`src/rtl/la_aoi21_bist.sv`:
```
// la_aoi21_bist: exhaustive 8-vector self-test around one aoi21 cell.
// Drives {a0,a1,b0} through 0..7 for PASSES sweeps, samples z after SETTLE
// cycles per vector, and reports pass/fail, a saturating error count and
// the first failing vector.
module la_aoi21_bist #(
  parameter int unsigned PASSES = 1,
  parameter int unsigned SETTLE = 1,
  parameter string       PROP   = "DEFAULT"
) (
  input  logic       clk,
  input  logic       reset,
  input  logic       start,
  input  logic       abort,
  output logic       a0,
  output logic       a1,
  output logic       b0,
  input  logic       z,
  output logic       busy,
  output logic       done,
  output logic       pass,
  output logic [7:0] errcnt,
  output logic       failvalid,
  output logic [2:0] failvec
);

  typedef enum logic [1:0] {
    ST_IDLE,
    ST_SETTLE,
    ST_SAMPLE
  } state_t;

  localparam logic [3:0] SETTLE_INIT = 4'(SETTLE - 1);
  localparam logic [7:0] LAST_PASS   = 8'(PASSES - 1);

  state_t     state_q,      state_d;
  logic [2:0] vec_q,        vec_d;
  logic [7:0] pass_cnt_q,   pass_cnt_d;
  logic [3:0] settle_cnt_q, settle_cnt_d;
  logic       busy_q,       busy_d;
  logic       done_q,       done_d;
  logic       pass_q,       pass_d;
  logic [7:0] errcnt_q,     errcnt_d;
  logic       failvalid_q,  failvalid_d;
  logic [2:0] failvec_q,    failvec_d;

  logic expected;
  logic mismatch;

  // Next-state logic: sweep sequencing, response compare, abort override.
  always_comb begin
    state_d      = state_q;
    vec_d        = vec_q;
    pass_cnt_d   = pass_cnt_q;
    settle_cnt_d = settle_cnt_q;
    busy_d       = busy_q;
    done_d       = done_q;
    pass_d       = pass_q;
    errcnt_d     = errcnt_q;
    failvalid_d  = failvalid_q;
    failvec_d    = failvec_q;

    expected = ~((vec_q[2] & vec_q[1]) | vec_q[0]);
    mismatch = (z != expected);

    case (state_q)
      ST_IDLE: begin
        if (start) begin
          errcnt_d     = '0;
          failvalid_d  = 1'b0;
          failvec_d    = '0;
          done_d       = 1'b0;
          pass_d       = 1'b0;
          vec_d        = '0;
          pass_cnt_d   = '0;
          settle_cnt_d = SETTLE_INIT;
          busy_d       = 1'b1;
          state_d      = ST_SETTLE;
        end
      end

      ST_SETTLE: begin
        if (settle_cnt_q == '0) begin
          state_d = ST_SAMPLE;
        end else begin
          settle_cnt_d = settle_cnt_q - 4'd1;
        end
      end

      ST_SAMPLE: begin
        if (mismatch) begin
          if (errcnt_q != '1) begin
            errcnt_d = errcnt_q + 8'd1;
          end
          if (!failvalid_q) begin
            failvalid_d = 1'b1;
            failvec_d   = vec_q;
          end
        end
        if (vec_q != 3'd7) begin
          vec_d        = vec_q + 3'd1;
          settle_cnt_d = SETTLE_INIT;
          state_d      = ST_SETTLE;
        end else if (pass_cnt_q == LAST_PASS) begin
          // Final verdict includes the sample taken on this very edge.
          pass_d  = (errcnt_q == '0) && !mismatch;
          done_d  = 1'b1;
          busy_d  = 1'b0;
          vec_d   = '0;
          state_d = ST_IDLE;
        end else begin
          pass_cnt_d   = pass_cnt_q + 8'd1;
          vec_d        = '0;
          settle_cnt_d = SETTLE_INIT;
          state_d      = ST_SETTLE;
        end
      end

      default: state_d = ST_IDLE;
    endcase

    // Abort beats start and any in-flight sample; error capture is retained.
    if (abort) begin
      state_d      = ST_IDLE;
      busy_d       = 1'b0;
      done_d       = 1'b0;
      pass_d       = 1'b0;
      vec_d        = '0;
      pass_cnt_d   = '0;
      settle_cnt_d = '0;
      errcnt_d     = errcnt_q;
      failvalid_d  = failvalid_q;
      failvec_d    = failvec_q;
    end
  end

  // State and output registers with asynchronous reset.
  always_ff @(posedge clk or posedge reset) begin
    if (reset) begin
      state_q      <= ST_IDLE;
      vec_q        <= '0;
      pass_cnt_q   <= '0;
      settle_cnt_q <= '0;
      busy_q       <= 1'b0;
      done_q       <= 1'b0;
      pass_q       <= 1'b0;
      errcnt_q     <= '0;
      failvalid_q  <= 1'b0;
      failvec_q    <= '0;
    end else begin
      state_q      <= state_d;
      vec_q        <= vec_d;
      pass_cnt_q   <= pass_cnt_d;
      settle_cnt_q <= settle_cnt_d;
      busy_q       <= busy_d;
      done_q       <= done_d;
      pass_q       <= pass_d;
      errcnt_q     <= errcnt_d;
      failvalid_q  <= failvalid_d;
      failvec_q    <= failvec_d;
    end
  end

  assign a0        = vec_q[2];
  assign a1        = vec_q[1];
  assign b0        = vec_q[0];
  assign busy      = busy_q;
  assign done      = done_q;
  assign pass      = pass_q;
  assign errcnt    = errcnt_q;
  assign failvalid = failvalid_q;
  assign failvec   = failvec_q;

endmodule

```
`config.mk`:
```
export PLATFORM = sky130hd
export DESIGN_NAME = la_aoi21_bist
export DESIGN_NICKNAME = d
export VERILOG_FILES = /design/src/rtl/la_aoi21_bist.sv
export SDC_FILE = /design/constraint.sdc
export NUM_CORES = 1
export LEC_CHECK = 0
export ABC_CLOCK_PERIOD_IN_PS = 1950
export CAP_MARGIN = 20
export CORE_AREA = 5 5 65 67
export CTS_BUF_LIST = sky130_fd_sc_hd__clkbuf_4
export DETAILED_ROUTE_END_ITERATION = 10
export DIE_AREA = 0 0 70 72
export PLACE_DENSITY = 0.83
export SKIP_CTS_REPAIR_TIMING = 1
export SYNTH_ARGS = -nofsm -noshare
export SYNTH_HDL_FRONTEND = slang
export SYNTH_SLANG_ARGS = --single-unit
```
`constraint.sdc`:
```
create_clock -name clk -period 1.95 [get_ports clk]
set_input_delay 0.39 -clock clk [delete_from_list [all_inputs] [get_ports clk]]
set_output_delay 0.39 -clock clk [all_outputs]
set_load 0.01 [all_outputs]
```
==> results.toml, run 1 <==
[route]
drtAntennaViolNets = 0
drc = 0
firstDrtPassIters = 4
wl_um = 4190
vias = 1578
wl_per_cell_um = 15.2
drt_iter0_markers = 209
drt-vias-per-instance = 5.72

[timing]
finalSetupTns_ns = 0
finalHoldViolations = 0
post-route-period-util_pct = 97.2
finalSetupViolCount = 0
rsz0062_at_grt = "false"
skew_ns = 0.00560
fmax_mhz = 527
final-max-slew-violation-count = 0
tightest_slew_ns = 0.491
slew_headroom_pct = 67.2
post-route-min-period_ns = 1.90

[finish]
area_delta_synth_final_pct = 23.5
drive_above_1_share_pct = 20.2
nets = 240
diodes = 0
fin_area_um2 = 2300

[clocking]
tritoncts = "done"
cts_buffer_depth = 2
clk_latency_ns = 0.35
htreeDepth = 2
root_buffer = "clkbuf_4"
clk_pin_slew_ns = 0.10
clock-sinks = 32
cts_buffers = 5

[synthesis]
syn-mean-instance-area_um2 = 10.0
yosysMostFrequentCell = "dfrtp_1"
synth_cell_types = 56
synth_area_leaders = "dfrtp_1 43%, ha_1 5.4%, nand2_1 4.0%, mux2i_1 3.2%, a21oi_1 2.4%"
yosysTopAreaCell = "dfrtp_1"
ys_top_cells_by_count = "32 x dfrtp_1, 20 x nand2_1, 12 x inv_1"
yosys_warnings = 0
synth-edff-count = 0
synth.top_cell.area_share_pct = 43.0
synth_cells = 186
syn_nets = 199
ys_ff_latch = 32
async_flop_share_pct = 100
post_synth_instance_area_um2 = 1860
ys_seq_area_share_pct = 43.0
synth-main-ff-cell = "dfrtp_1"

[place]
dp_hpwl_um = 3020
dpl_cell_area_um2 = 2230
portBuffers = 22
gp_congestion = 0.948

[worst_setup_path]
endpoint_kind = "flop"
cp_max_fo = 7
cp.arrival_ns = 2.18
crit_type = "reg -> reg"
critPathLaunchType = "flop"
required_ns = 2.23

[die]
io_pins = 23
fp-row-count = 22
dieArea_um2 = 5040
dieHeight_um = 72
die_width_um = 70
core_um2 = 3580
start_util_pct = 52.0

[power_and_ir_drop]
power_w = 0.00126
power_leakage_nw = 1.02
power_density_nw_per_um2 = 547
peakVddDrop_mv = 0.460

[global_routing]
grt_use_total_pct = 18.1
grt_max_degree = 33
grt_pass1_vias = 1564
grt_pass1_wl_um = 7270
grt-ovfl-total = 0
antenna_found_initial = 0

[worst_hold_path]
hold_path.class = "in -> async"

[run]
maxCapViolations = 0

[run_status]
status = "complete, no violations"
==> worst max-delay path, stage by stage, from the launching register on <==
cell	delay, ns
dfrtp_1	0.39
buf_4	0.15
a21oi_1	0.31
mux2_2	0.47
nor3_2	0.28
mux2i_1	0.22
==> power breakdown <==
group	internal, W	switching (W)	total, W
logic	0.0000912	0.0000931	0.000184
clock network	0.000132	0.000243	0.000375
registers	0.000679	0.0000184	0.000697
==> layer usage <==
| layer | global-route usage (%) | part of all wire, % | vias up | wire (um) |
|---|---|---|---|---|
| li1 | - | - | 770 | - |
| met1 | 24.6 | 46 | 746 | 1940 |
| met2 | 27.5 | 45 | 54 | 1890 |
| met3 | 4.71 | 6.6 | 8 | 275 |
| met4 | 7.66 | 2.1 | 0 | 89 |
| met5 | 0 | 0 | - | 0 |
==> logic make-up (layout without fill, tap and decap cells) <==
logic type / after synthesis / count (layout) / share of synthesized area (%)
buffers and inverters: 16 / 58 / 3.90
AO/OA/AOI/OAI: 46 / 46 / 18.2
adder cells (fa/ha/maj): 8 / 8 / 5.38
AND/OR/NAND/NOR: 74 / 74 / 23.4
flip-flops: 32 / 32 / 43.0
multiplexers: 10 / 10 / 6.05
==> cell usage in the layout (no fill, tap or decap), drive strengths merged, types with 5 or more instances in the layout <==
master / count
a21oi: 10
clkbuf: 5
o21ai: 8
nor3: 8
buf: 16
clkdlybuf4s50: 22
o31ai: 5
nor2: 8
dfrtp: 32
ha: 8
nand2: 20
nand3: 6
inv: 12
mux2i: 6
==> per-stage QoR <==
step           cells  hold WS (ns)  utilization [%]  setup WS, ns
3_5_place_dp     268         0.484             62.4       -0.0274
6_report         276         0.421             64.2        0.0540
2_1_floorplan    186         0.505                -         0.115
5_1_grt          276         0.469             64.2       0.00554
3_3_place_gp     268         0.486             62.4        0.0231
4_1_cts          276         0.426             63.8        0.0635
==> area by class of cell <==
cell class / instances / area (um^2)
Fill cell: 292 / 1280
Sequential cell: 32 / 801
Clock buffer: 5 / 37.5
Multi-Input combinational cell: 138 / 1000
Inverter: 12 / 45.0
Timing Repair Buffer: 38 / 340
Tap cell: 48 / 60.1
Clock inverter: 3 / 13.8
==> sequential cells by signal, indices dropped and copies added, names as in the netlist <==
name	flops
errcnt	8
pass_cnt_q	8
settle_cnt_q	4
failvec	3
vec_q	3
state_q	2
busy	1
done	1
failvalid	1
pass	1
==> path summary, 6_finish.rpt <==
kind                           from              end  slack, ns  cells past startpoint
setup / recovery           vec_q[1]       failvec[1]       0.05                      5
hold / removal                reset    pass_cnt_q[2]       0.42                      3
setup reg to reg           vec_q[1]       failvec[1]       0.05                      5
hold reg to reg                busy             busy       0.51                      1
max in group asynchronous     reset  settle_cnt_q[2]       1.24                      3
min in group clk               busy             busy       0.51                      1
No activity file was read; power rests on OpenSTA's default activity.
==> inputs of run 2 (changes only) <==
--- a/config.mk
+++ b/config.mk
@@ -5,12 +5,13 @@
 export SDC_FILE = /design/constraint.sdc
 export NUM_CORES = 1
 export LEC_CHECK = 0
-export ABC_CLOCK_PERIOD_IN_PS = 1950
+export ABC_CLOCK_PERIOD_IN_PS = 2160
 export CAP_MARGIN = 20
 export CORE_AREA = 5 5 65 67
 export CTS_BUF_LIST = sky130_fd_sc_hd__clkbuf_4
 export DETAILED_ROUTE_END_ITERATION = 10
 export DIE_AREA = 0 0 70 72
+export HOLD_SLACK_MARGIN = 0.1
 export PLACE_DENSITY = 0.83
 export SKIP_CTS_REPAIR_TIMING = 1
 export SYNTH_ARGS = -nofsm -noshare
==> constraint.sdc (replaced) <==
create_clock -name clk -period 2.16 [get_ports clk]
set_input_delay 0.432 -clock clk [delete_from_list [all_inputs] [get_ports clk]]
set_output_delay 0.432 -clock clk [all_outputs]
set_load 0.01 [all_outputs]
==> results.toml, run 2 (same netlist as run 1, synthesis figures left out) <==
[finish]
final_cells = 267
layout_commonest_cell = "dfrtp_1"
area_delta_synth_final_pct = 19.4
multi_input_area_um2 = 987
layout_common_cells = "32 x dfrtp_1, 22 x clkdlybuf4s50_1, 20 x nand2_1"
ff_latch_area_um2 = 801
drive_above_1_share_pct = 16.9
nets = 231
fin_area_um2 = 2220
diodes = 0
final_core_util_pct = 62.1
fill_cells = 291

[die]
io_pins = 23
dieHeight_um = 72
fp-row-count = 22
start_util_pct = 52.0
core_um2 = 3580
die_width_um = 70
dieArea_um2 = 5040

[worst_setup_path]
crit_type = "reg -> reg"
required_ns = 2.39
cp.arrival_ns = 2.22
critPathLaunchType = "flop"
endpoint_kind = "flop"
cp_max_fo = 11

[clocking]
clock-sinks = 32
clk_pin_slew_ns = 0.10
cts_buffer_depth = 2
tritoncts = "done"
cts_buffers = 5
htreeDepth = 2
clk_latency_ns = 0.34
root_buffer = "clkbuf_4"

[global_routing]
grt_max_degree = 33
met3_usage_pct = 4.43
met1_usage_pct = 24.5
grt_pass1_vias = 1433
grtUsageMet2_pct = 24.6
grt_pass1_wl_um = 6910
antenna_found_initial = 0
grt-ovfl-total = 0
busiest_layer = "met2"
grt_use_total_pct = 17.1

[place]
gp_congestion = 0.907
dpl_cell_area_um2 = 2170
dp_hpwl_um = 2870
dp.cells = 259
portBuffers = 22

[route]
drtAntennaViolNets = 0
wl_per_cell_um = 14.3
vias = 1534
firstDrtPassIters = 4
drt-vias-per-instance = 5.75
drc = 0
drt_iter0_markers = 167
wl_um = 3810

[timing]
final-max-slew-violation-count = 0
finalSetupViolCount = 0
finalHoldViolations = 0
post-route-min-period_ns = 1.98
rsz0062_at_grt = "false"
skew_ns = 0.00736
post-route-period-util_pct = 91.9
fmax_mhz = 504
tightest_slew_ns = 0.560
slew_headroom_pct = 62.6
finalSetupTns_ns = 0
holdWs_ns = 0.471

[run]
maxCapViolations = 0

[run_status]
status = "complete, no violations"

[worst_hold_path]
hold_path.class = "in -> async"

[power_and_ir_drop]
power_density_nw_per_um2 = 500
power_leakage_nw = 0.966
peakVddDrop_mv = 0.311
[run 2: cell count changes in the layout (fill, tap and decap cells not counted)]
cell        delta
clkinvlp_4     +2
buf_4          -9
a21oi_4        -1
nor2_4         -1
nor2_2         +1
a21oi_2        +1
clkinv_2       -2
[run 2: stage by stage]
stage | total power [W] | worst slack, ns
6_report | 0.00111 | 0.175
5_1_grt | 0.00116 | 0.0445
4_1_cts | 0.00113 | 0.189
3_5_place_dp | 0.000791 | 0.101
3_3_place_gp | 0.000790 | 0.129
2_1_floorplan | 0.000731 | 0.325
[run 2: power breakdown]
group | internal, W | switching (W)
clock | 0.000122 | 0.000210
combinational | 0.0000706 | 0.0000784
sequential | 0.000613 | 0.0000166
[run 2: worst max-delay path, cell delays in order (launching register included)]
cell	delay, ns
dfrtp_1	0.39
ha_1	0.20
ha_1	0.22
mux2_4	0.31
a21oi_2	0.38
nor3_1	0.11
mux2_2	0.28
[run 2: cell type report]
| class | instances | area share [%] |
|---|---|---|
| flip-flops and latches | 32 | 36.0 |
| repair buffers | 29 | 12.3 |
| multi-input cells | 138 | 44.4 |
| well taps | 48 | 2.70 |
| clock buffers | 5 | 1.69 |
| clock inverters | 3 | 0.845 |
| inverters | 12 | 2.03 |
[run 2: routing by layer]
layer | up-vias | wire length, um
li1 | 748 | -
met4 | 0 | 80
met1 | 733 | 1890
met5 | - | 0
met2 | 46 | 1630
met3 | 7 | 217
[run 2: final timing paths]
kind	slack, ns	endpoint	cells past startpoint	from
min	0.47	pass_cnt_q[7]	3	reset
min in group clk	0.50	busy	1	busy
min reg2reg	0.50	busy	1	busy
max	0.18	pass_cnt_q[0]	6	vec_q[1]
max in group asynchronous	1.40	pass_cnt_q[2]	3	reset
max reg2reg	0.18	pass_cnt_q[0]	6	vec_q[1]
